**src/rtl/text_console_if.sv**
```systemverilog
// Producer handshake and character-buffer write port of the text console.
// The slave side is the console; the master side feeds characters and watches the writes.
interface text_console_if #(
   parameter int HCC    = 40,
   parameter int VCC    = 32,
   parameter int CHAR_W = 7
);
   localparam int COL_W = $clog2(HCC);
   localparam int ROW_W = $clog2(VCC);

   logic              in_valid;
   logic [CHAR_W-1:0] in_char;
   logic              in_ready;
   logic              wr_en;
   logic [COL_W-1:0]  wr_col;
   logic [ROW_W-1:0]  wr_row;
   logic [CHAR_W-1:0] wr_char;

   modport master (
      output in_valid, in_char,
      input  in_ready, wr_en, wr_col, wr_row, wr_char
   );

   modport slave (
      input  in_valid, in_char,
      output in_ready, wr_en, wr_col, wr_row, wr_char
   );
endinterface

```
**src/rtl/text_console.sv**
```systemverilog
// Character-stream front end: keeps a cursor, interprets control codes and
// issues one character-buffer write per cycle, including autonomous line/screen clears.
module text_console #(
   parameter int HCC    = 40,
   parameter int VCC    = 32,
   parameter int CHAR_W = 7
) (
   input  logic                   clk,
   input  logic                   rst,
   text_console_if.slave          bus,
   output logic [$clog2(HCC)-1:0] cur_col,
   output logic [$clog2(VCC)-1:0] cur_row,
   output logic                   busy
);
   localparam int COL_W = $clog2(HCC);
   localparam int ROW_W = $clog2(VCC);

   localparam logic [COL_W-1:0]  LAST_COL = COL_W'(HCC - 1);
   localparam logic [ROW_W-1:0]  LAST_ROW = ROW_W'(VCC - 1);
   localparam logic [CHAR_W-1:0] C_SPACE  = CHAR_W'(32);
   localparam logic [CHAR_W-1:0] C_TILDE  = CHAR_W'(126);
   localparam logic [CHAR_W-1:0] C_BS     = CHAR_W'(8);
   localparam logic [CHAR_W-1:0] C_LF     = CHAR_W'(10);
   localparam logic [CHAR_W-1:0] C_FF     = CHAR_W'(12);
   localparam logic [CHAR_W-1:0] C_CR     = CHAR_W'(13);

   typedef enum logic [1:0] {IDLE, CLR_SCREEN, CLR_LINE} state_t;

   state_t            state, state_nx;
   logic [COL_W-1:0]  col_nx, clr_col, clr_col_nx;
   logic [ROW_W-1:0]  row_nx, clr_row, clr_row_nx;
   logic              wr_en_p0, wr_en_nx;
   logic [COL_W-1:0]  wr_col_p0, wr_col_nx;
   logic [ROW_W-1:0]  wr_row_p0, wr_row_nx;
   logic [CHAR_W-1:0] wr_char_p0, wr_char_nx;

   // No scrolling: the bottom row wraps back to the top.
   function automatic logic [ROW_W-1:0] row_advance(input logic [ROW_W-1:0] r);
      return (r == LAST_ROW) ? '0 : r + ROW_W'(1);
   endfunction

   always_comb begin
      state_nx   = state;
      col_nx     = cur_col;
      row_nx     = cur_row;
      clr_col_nx = clr_col;
      clr_row_nx = clr_row;
      wr_en_nx   = 1'b0;
      wr_col_nx  = wr_col_p0;
      wr_row_nx  = wr_row_p0;
      wr_char_nx = wr_char_p0;
      case (state)
         IDLE: begin
            if (bus.in_valid) begin
               if (bus.in_char >= C_SPACE && bus.in_char <= C_TILDE) begin
                  wr_en_nx   = 1'b1;
                  wr_col_nx  = cur_col;
                  wr_row_nx  = cur_row;
                  wr_char_nx = bus.in_char;
                  if (cur_col == LAST_COL) begin
                     col_nx   = '0;
                     row_nx   = row_advance(cur_row);
                     state_nx = CLR_LINE;
                  end else begin
                     col_nx = cur_col + COL_W'(1);
                  end
               end else begin
                  case (bus.in_char)
                     C_LF: begin
                        col_nx   = '0;
                        row_nx   = row_advance(cur_row);
                        state_nx = CLR_LINE;
                     end
                     C_CR: col_nx = '0;
                     C_BS: begin
                        if (cur_col != '0) begin
                           col_nx     = cur_col - COL_W'(1);
                           wr_en_nx   = 1'b1;
                           wr_col_nx  = cur_col - COL_W'(1);
                           wr_row_nx  = cur_row;
                           wr_char_nx = C_SPACE;
                        end
                     end
                     C_FF: begin
                        col_nx   = '0;
                        row_nx   = '0;
                        state_nx = CLR_SCREEN;
                     end
                     default: ;
                  endcase
               end
            end
         end
         // Clear counters always return to zero when a clear finishes.
         CLR_LINE: begin
            wr_en_nx   = 1'b1;
            wr_col_nx  = clr_col;
            wr_row_nx  = cur_row;
            wr_char_nx = C_SPACE;
            if (clr_col == LAST_COL) begin
               clr_col_nx = '0;
               state_nx   = IDLE;
            end else begin
               clr_col_nx = clr_col + COL_W'(1);
            end
         end
         CLR_SCREEN: begin
            wr_en_nx   = 1'b1;
            wr_col_nx  = clr_col;
            wr_row_nx  = clr_row;
            wr_char_nx = C_SPACE;
            if (clr_col == LAST_COL) begin
               clr_col_nx = '0;
               if (clr_row == LAST_ROW) begin
                  clr_row_nx = '0;
                  state_nx   = IDLE;
               end else begin
                  clr_row_nx = clr_row + ROW_W'(1);
               end
            end else begin
               clr_col_nx = clr_col + COL_W'(1);
            end
         end
         default: state_nx = IDLE;
      endcase
   end

   // p0: registered writes and cursor, one cycle after the accepting edge
   always_ff @(posedge clk or posedge rst) begin
      if (rst) begin
         state      <= CLR_SCREEN;
         cur_col    <= '0;
         cur_row    <= '0;
         clr_col    <= '0;
         clr_row    <= '0;
         wr_en_p0   <= 1'b0;
         wr_col_p0  <= '0;
         wr_row_p0  <= '0;
         wr_char_p0 <= '0;
      end else begin
         state      <= state_nx;
         cur_col    <= col_nx;
         cur_row    <= row_nx;
         clr_col    <= clr_col_nx;
         clr_row    <= clr_row_nx;
         wr_en_p0   <= wr_en_nx;
         wr_col_p0  <= wr_col_nx;
         wr_row_p0  <= wr_row_nx;
         wr_char_p0 <= wr_char_nx;
      end
   end

   assign bus.in_ready = (state == IDLE);
   assign busy         = (state != IDLE);
   assign bus.wr_en    = wr_en_p0;
   assign bus.wr_col   = wr_col_p0;
   assign bus.wr_row   = wr_row_p0;
   assign bus.wr_char  = wr_char_p0;
endmodule
```
**src/flat_wrapper.sv**
```systemverilog
// flat-port wrapper written by rule: the top's interface ports become plain ports
module text_console_flat 
#(
   parameter int HCC    = 40,
   parameter int VCC    = 32,
   parameter int CHAR_W = 7
)
  (clk, rst, cur_col, cur_row, busy, bus_in_valid, bus_in_char, bus_in_ready, bus_wr_en, bus_wr_col, bus_wr_row, bus_wr_char);
  text_console_if #(.HCC(HCC), .VCC(VCC), .CHAR_W(CHAR_W)) bus_i ();
  input  logic clk;
  input  logic rst;
  output logic [$clog2(HCC)-1:0] cur_col;
  output logic [$clog2(VCC)-1:0] cur_row;
  output logic busy;
  input wire logic [$bits(bus_i.in_valid)-1:0] bus_in_valid;
  input wire logic [$bits(bus_i.in_char)-1:0] bus_in_char;
  output wire logic [$bits(bus_i.in_ready)-1:0] bus_in_ready;
  output wire logic [$bits(bus_i.wr_en)-1:0] bus_wr_en;
  output wire logic [$bits(bus_i.wr_col)-1:0] bus_wr_col;
  output wire logic [$bits(bus_i.wr_row)-1:0] bus_wr_row;
  output wire logic [$bits(bus_i.wr_char)-1:0] bus_wr_char;
  assign bus_i.in_valid = bus_in_valid;
  assign bus_i.in_char = bus_in_char;
  assign bus_in_ready = bus_i.in_ready;
  assign bus_wr_en = bus_i.wr_en;
  assign bus_wr_col = bus_i.wr_col;
  assign bus_wr_row = bus_i.wr_row;
  assign bus_wr_char = bus_i.wr_char;
  text_console #(.HCC(HCC), .VCC(VCC), .CHAR_W(CHAR_W)) u_core (.clk(clk), .rst(rst), .bus(bus_i), .cur_col(cur_col), .cur_row(cur_row), .busy(busy));
endmodule
```
**config.mk**
```make
export PLATFORM = sky130hd
export DESIGN_NAME = text_console_flat
export DESIGN_NICKNAME = d
export VERILOG_FILES = /design/src/rtl/text_console_if.sv /design/src/rtl/text_console.sv /design/src/flat_wrapper.sv
export SDC_FILE = /design/constraint.sdc
export NUM_CORES = 1
export LEC_CHECK = 0
export ABC_AREA = 1
export CAP_MARGIN = 20
export CELL_PAD_IN_SITES_DETAIL_PLACEMENT = 0
export CELL_PAD_IN_SITES_GLOBAL_PLACEMENT = 2
export CORE_ASPECT_RATIO = 1.1
export CORE_UTILIZATION = 33
export CTS_CLUSTER_DIAMETER = 30
export DETAILED_ROUTE_END_ITERATION = 10
export PLACE_DENSITY = 0.92
export SLEW_MARGIN = 20
export SYNTH_ARGS = -nofsm -noshare
export SYNTH_HDL_FRONTEND = slang
export SYNTH_SLANG_ARGS = --single-unit
```
**constraint.sdc**
```tcl
create_clock -name clk -period 5.2 [get_ports clk]
set_input_delay 1.56 -clock clk [delete_from_list [all_inputs] [get_ports clk]]
set_output_delay 1.56 -clock clk [all_outputs]
set_load 0.02 [all_outputs]
```
==> out/results.tsv, run 1 <==
stage	metric	value	unit
sta	rsz0062_at_grt	no	
layout	drive_gt1_share	6.42	%
yosys	synth-compound-area-share	5.43	%
cts	cts.sinks	43	
worst_setup_path	path_buf_inv	3	
sta	finalClockSkew	6.93	ps
hold_path	hold_depth	2	
floorplan	dieArea	0.00846	mm^2
grt	grt_use_met1	21.9	%
floorplan	initial_utilization	33.9	%
routing	wl	6.60	mm
worst_setup_path	cp.required	3640	ps
grt	use_met3	2.49	%
sta	post-route-min-period	3470	ps
power_and_ir_drop	cellPowerDensity	533	mW/mm^2
yosys	synth_top_area_share	39.3	%
worst_setup_path	cp_max_fo	5	
yosys	synthCells	365	
layout	synthToLayoutAreaGrowth	22.4	%
cts	hold_buffers	0	
sta	slew_violations	0	
yosys	synth.area.top_cells	dfrtp_1, nand2_1, nand3_1	
floorplan	boundaryPins	42	
floorplan	fp.dieH	96.4	um
worst_setup_path	path_common_cell	inv_1	
sta	max_slew_margin	53.6	%
sta	finalSetupViolCount	0	
floorplan	core_area	0.00787	mm^2
placement	dp_hpwl	4.91	mm
job	maxCapViolCount	0	
grt	antenna_found_initial	0	
hold_path	whs_endpoint	u_core.clr_col[4]	
grt	grt_overflow	0	
cts	h-tree-depth	2	
power_and_ir_drop	ir_drop	0.224	mV
yosys	synthXorXnorAreaFrac	1.97	%
status	outcome	completed	
grt	grt_pass1_wl	10.7	mm
worst_setup_path	end_kind	output pin	
yosys	synth-simple-area-share	37.2	%
worst_setup_path	r2r_end	u_core.clr_col[5]	
sta	hold_ws	504	ps
yosys	syn-num-nets	387	
hold_path	holdCritPathClass	register to register	
grt	grt.busiest_layer	met2	
power_and_ir_drop	power_leakage	1.62	nW
grt	use_met2	27.6	%
sta	fmax	0.288	GHz
routing	drtIter0Drc	101	
yosys	synthAdderAreaFrac	5.62	%
routing	drc	0	
layout	final_common_cell	nand2_1	
cts	cts_tree	done	
worst_setup_path	r2r_start	u_core.state[0]	
layout	final_nets	426	
yosys	synth_top_family_by_area	simple AND/OR/NAND/NOR gates	
layout	final_cell_mix	nand2_1, nand3_1, dfrtp_1	
worst_setup_path	critPathSlowestCell	clkdlybuf4s50_1	
layout	diodes	0	
cts	post_cts_buffers	0	
yosys	seq_area_frac_synth	40.3	%
yosys	syn_area_per_cell	7.32	um^2
sta	hold_violations	0	
layout	layoutNonFillerInstCount	513	
placement	gp_congestion	0.737	
placement	place_inst	505	
routing	wire_per_inst	12.9	um
floorplan	die_width	87.8	um
cts	cts-root-buf	clkbuf_8	
sta	fin_crit_sh	66.8	%
yosys	syn_area	0.00267	mm^2
worst_setup_path	arrival	1910	ps
worst_setup_path	path_cells	inv_1, ha_1, inv_1, clkdlybuf4s50_1	
cts	path_clk_slew	80	ps
grt	track_usage	16.4	%
floorplan	rows	34	
routing	vias	2375	
routing	via_per_inst	4.63	
worst_setup_path	rr_worst_depth	7	
cts	numCtsBuffers	5	
grt	grt_pass1_vias	2220	
placement	port_buffers	41	
hold_path	hp-start	u_core.clr_col[4]	
worst_setup_path	critical_path_class	register to output pin	
yosys	ys_ff_latch	43	
yosys	synth_top_area_cell	dfrtp_1	
worst_setup_path	max_stage_delay	620	ps
layout	final_core_utilization	41.6	%
sta	tns	0	ps
routing	ant_nets	0	
yosys	ys_warn_count	0	
cts	clkLatencyLatePin	300	ps
worst_setup_path	cp-start-kind	register	
grt	grt_max_degree	44	
cts	cts_resized	0	
routing	dr.pass1.iters	4	
sta	worstMarginPinSlew	694	ps
yosys	synth_mux_area_share	0.843	%
worst_setup_path	path_delay_family	buffers and inverters	
yosys	ys_types	27	
worst_setup_path	regToRegSetupSlack	2940	ps
cts	ctsLongestPathBuffers	2	
where the power goes:
group / total, mW / internal (mW) / switching [mW]
Combinational: 0.889 / 0.373 / 0.516
Sequential: 0.582 / 0.454 / 0.129
Clock: 0.271 / 0.155 / 0.115
synthesized netlist by cell type (all sizes together):
cell,instances
nand2,129
nand3,58
dfrtp,42
inv,42
nor2,23
o21ai,18
ha,12
a21oi,7
buf,7
nor3,6
xor2,5
clkbuf,3
mux2,2
nand4,2
nor3b,2
o22ai,2
or2,2
dfstp,1
o21bai,1
xnor2,1
how the worst max path moves through the flow:
stage / from / end / depth (start not counted)
floorplan: u_core.state[0] / busy / 3
global placement: bus_in_char[1] / u_core.bus.wr_col[2] / 10
detailed placement: bus_in_char[1] / u_core.bus.wr_col[2] / 10
CTS: u_core.state[0] / busy / 4
global route: u_core.state[0] / busy / 4
finish: u_core.state[0] / busy / 4
registers in the layout, indices dropped and copies added, names as in the netlist:
name / flops
u_core.bus.wr_col: 6
u_core.bus.wr_en: 1
u_core.clr_col: 6
u_core.state: 2
u_core.bus.wr_char: 7
u_core.clr_row: 5
u_core.bus.wr_row: 5
u_core.cur_col: 6
u_core.cur_row: 5
layout make-up:
| class | count | area (um^2) |
|---|---|---|
| clock buffer | 6 | 82.6 |
| clock inverter | 2 | 35.0 |
| fill | 804 | 4600 |
| inverter | 42 | 158 |
| multi-input combinational | 270 | 1370 |
| sequential | 43 | 1080 |
| tap | 108 | 135 |
| timing repair buffer | 42 | 418 |
kinds of logic (layout without fill, tap and decap cells):
| kind of cell | Yosys count | after routing |
|---|---|---|
| compound gates | 28 | 28 |
| xor+xnor | 6 | 6 |
| fa+ha+maj | 12 | 12 |
| buf+inv | 52 | 92 |
| flops | 43 | 43 |
| mux | 2 | 2 |
| simple gates | 222 | 222 |
routing by layer:
| metal | wire [um] | vias to the layer above | part of all wire, % |
|---|---|---|---|
| li1 | - | 1240 | - |
| met1 | 3170 | 1100 | 48 |
| met2 | 3200 | 31 | 49 |
| met3 | 172 | 4 | 2.6 |
| met4 | 51 | 0 | 0.77 |
| met5 | 0 | - | 0 |
worst reg2reg max path: stages (launching register included):
cell and delay, ps:
dfstp_2 560, inv_1 60, ha_1 490, inv_1 280
nor3_1 290, inv_1 80, nor3_1 290, nor3b_1 100
metrics by stage:
step                      area (um^2)  total power [mW]  setup slack [ps]
final                            3270              1.74              1730
after global routing             3270              1.89              1630
after CTS                        3270              1.77              1720
after detailed placement         3150              1.49              1850
after global placement           3150              1.49              1910
after floorplan                  2670              1.15              2540
Power figures use the tool's default switching activity.
==> inputs of run 2 (changes only) <==
CORE_UTILIZATION = 30   (was 33)
PLACE_DENSITY = 0.86   (was 0.92)
clock period = 3.3 ns   (was 5.2 ns; I/O delays follow)
==> out/results.tsv, run 2 (synthesized netlist as in run 1, its figures left out) <==
stage	metric	value	unit	change
grt	grt_max_degree	44		unchanged
cts	h-tree-depth	2		unchanged
placement	port_buffers	41		unchanged
routing	via_per_inst	4.61		-0.50%
sta	tns	0	ps	unchanged
routing	wl	6.88	mm	+4.2%
layout	final_nets	426		unchanged
routing	drtIter0Drc	120		+19%
floorplan	fp.dieH	101	um	+4.8%
worst_setup_path	cp-start-kind	register		
sta	slew_violations	0		unchanged
worst_setup_path	path_cells	inv_1, ha_1, inv_1, clkdlybuf4s50_1		
cts	cts-root-buf	clkbuf_8		
layout	fillCellCount	910		+13%
cts	cts_tree	done		
layout	layoutNonFillerInstCount	516		+0.58%
placement	gp_congestion	0.780		+5.8%
grt	grt_pass1_vias	2439		+9.9%
power_and_ir_drop	fin_total_pwr	2.76	mW	+59%
sta	worstMarginPinSlew	720	ps	+25.5 ps
grt	track_usage	15.7	%	-0.70 points
placement	pre_cts_ws	511	ps	-1340 ps
cts	hold_buffers	0		unchanged
placement	dp_hpwl	5.16	mm	+5.0%
floorplan	boundaryPins	42		unchanged
layout	largest_register_ffs	7		unchanged
floorplan	rows	35		+2.9%
layout	final_cell_mix	nand2_1, nand3_1, inv_1, dfrtp_1, clkdlybuf4s50_1		
sta	hold_violations	0		unchanged
worst_setup_path	end_kind	output pin		
placement	place_inst	508		+0.59%
worst_setup_path	max_stage_delay	620	ps	about the same
routing	ant_nets	0		unchanged
job	maxCapViolCount	0		unchanged
layout	stdcell_area	0.00327	mm^2	+0.11%
worst_setup_path	path_common_cell	inv_1		
worst_setup_path	r2r_start	u_core.state[0]		
layout	drive_gt1_share	6.42	%	unchanged
floorplan	dieArea	0.00929	mm^2	+9.8%
power_and_ir_drop	cellPowerDensity	844	mW/mm^2	+58%
cts	post_cts_buffers	0		unchanged
grt	grt_pass1_wl	11.6	mm	+7.9%
worst_setup_path	arrival	1950	ps	+40 ps
floorplan	initial_utilization	31.4	%	-2.5 points
layout	final_core_utilization	38.5	%	-3.0 points
sta	max_slew_margin	51.9	%	-1.7 points
placement	dpl-instance-area	0.00316	mm^2	+0.12%
cts	numCtsBuffers	5		unchanged
sta	finalClockSkew	7.42	ps	+0.487 ps
floorplan	die_width	92.0	um	+4.8%
sta	finalSetupViolCount	0		unchanged
layout	diodes	0		unchanged
layout	seq_area	0.00108	mm^2	unchanged
sta	post-route-min-period	2940	ps	
routing	dr.pass1.iters	4		unchanged
sta	rsz0062_at_grt	no		
cts	cts_resized	0		unchanged
grt	grt_overflow	0		unchanged
routing	drc	0		unchanged
hold_path	holdCritPathClass	register to register		
layout	multi_input_area	0.00137	mm^2	unchanged
cts	clkLatencyLatePin	300	ps	about the same
power_and_ir_drop	power_leakage	1.62	nW	+0.23%
power_and_ir_drop	ir_drop	0.221	mV	-1.3%
routing	vias	2377		+0.084%
cts	cts.sinks	43		unchanged
sta	setup_slack	364	ps	-1360 ps
worst_setup_path	critPathSlowestCell	clkdlybuf4s50_1		
worst_setup_path	worstSetupStartpoint	u_core.state[0]		
worst_setup_path	critical_path_class	register to output pin		
sta	fin_crit_sh	89.0	%	
floorplan	core_area	0.00850	mm^2	+7.9%
status	outcome	completed		
hold_path	hp-start	u_core.bus.wr_row[3]		
grt	antenna_found_initial	0		unchanged
cts	path_clk_slew	80	ps	about the same
layout	synthToLayoutAreaGrowth	22.6	%	
cts	ctsLongestPathBuffers	2		unchanged
routing	wire_per_inst	13.3	um	+3.6%
layout	final_common_cell	nand2_1		
worst_setup_path	cp_max_fo	5		unchanged
sta	hold_ws	509	ps	+5.25 ps
sta	fmax	0.341	GHz	
worst_setup_path	cp.required	2310	ps	-1330 ps
## run 2: routing by layer
metal / vias to the layer above / routed length (um) / global-route usage, %
met1: 1078 / 3240 / 20.5
met3: 11 / 264 / 2.56
met4: 0 / 146 / 5.65
met2: 53 / 3230 / 26.5
li1: 1235 / - / -
met5: - / 0 / 0
## run 2: power breakdown
part           internal [mW]  switching [mW]  total [mW]
logic                  0.588           0.822        1.41
registers              0.715           0.208       0.923
clock network          0.245           0.185       0.430
total                   1.55            1.21        2.76
## run 2: final timing paths
kind	end	slack (ps)	depth (start not counted)
setup reg to reg	u_core.clr_col[5]	970	7
min in group asynchronous	u_core.bus.wr_char[2]	1130	3
setup / recovery	busy	360	4
hold / removal	u_core.bus.wr_row[3]	510	2
hold reg to reg	u_core.bus.wr_row[3]	510	2
max in group asynchronous	u_core.bus.wr_row[2]	1760	3
## run 2: worst max-delay path: cells and delay by family, from the launching register on
family / cells / cell delay, ps
fa+ha+maj: 1 / 270
flops: 1 / 570
buf+inv: 3 / 810
## run 2: final cells by class
class                   count  share of cell area [%]
multi-input cells         270                    41.7
clock inverters             2                    1.07
well taps                 111                    4.24
inverters                  42                    4.81
flip-flops and latches     43                    32.9
clock buffers               6                    2.52
repair buffers             42                    12.8
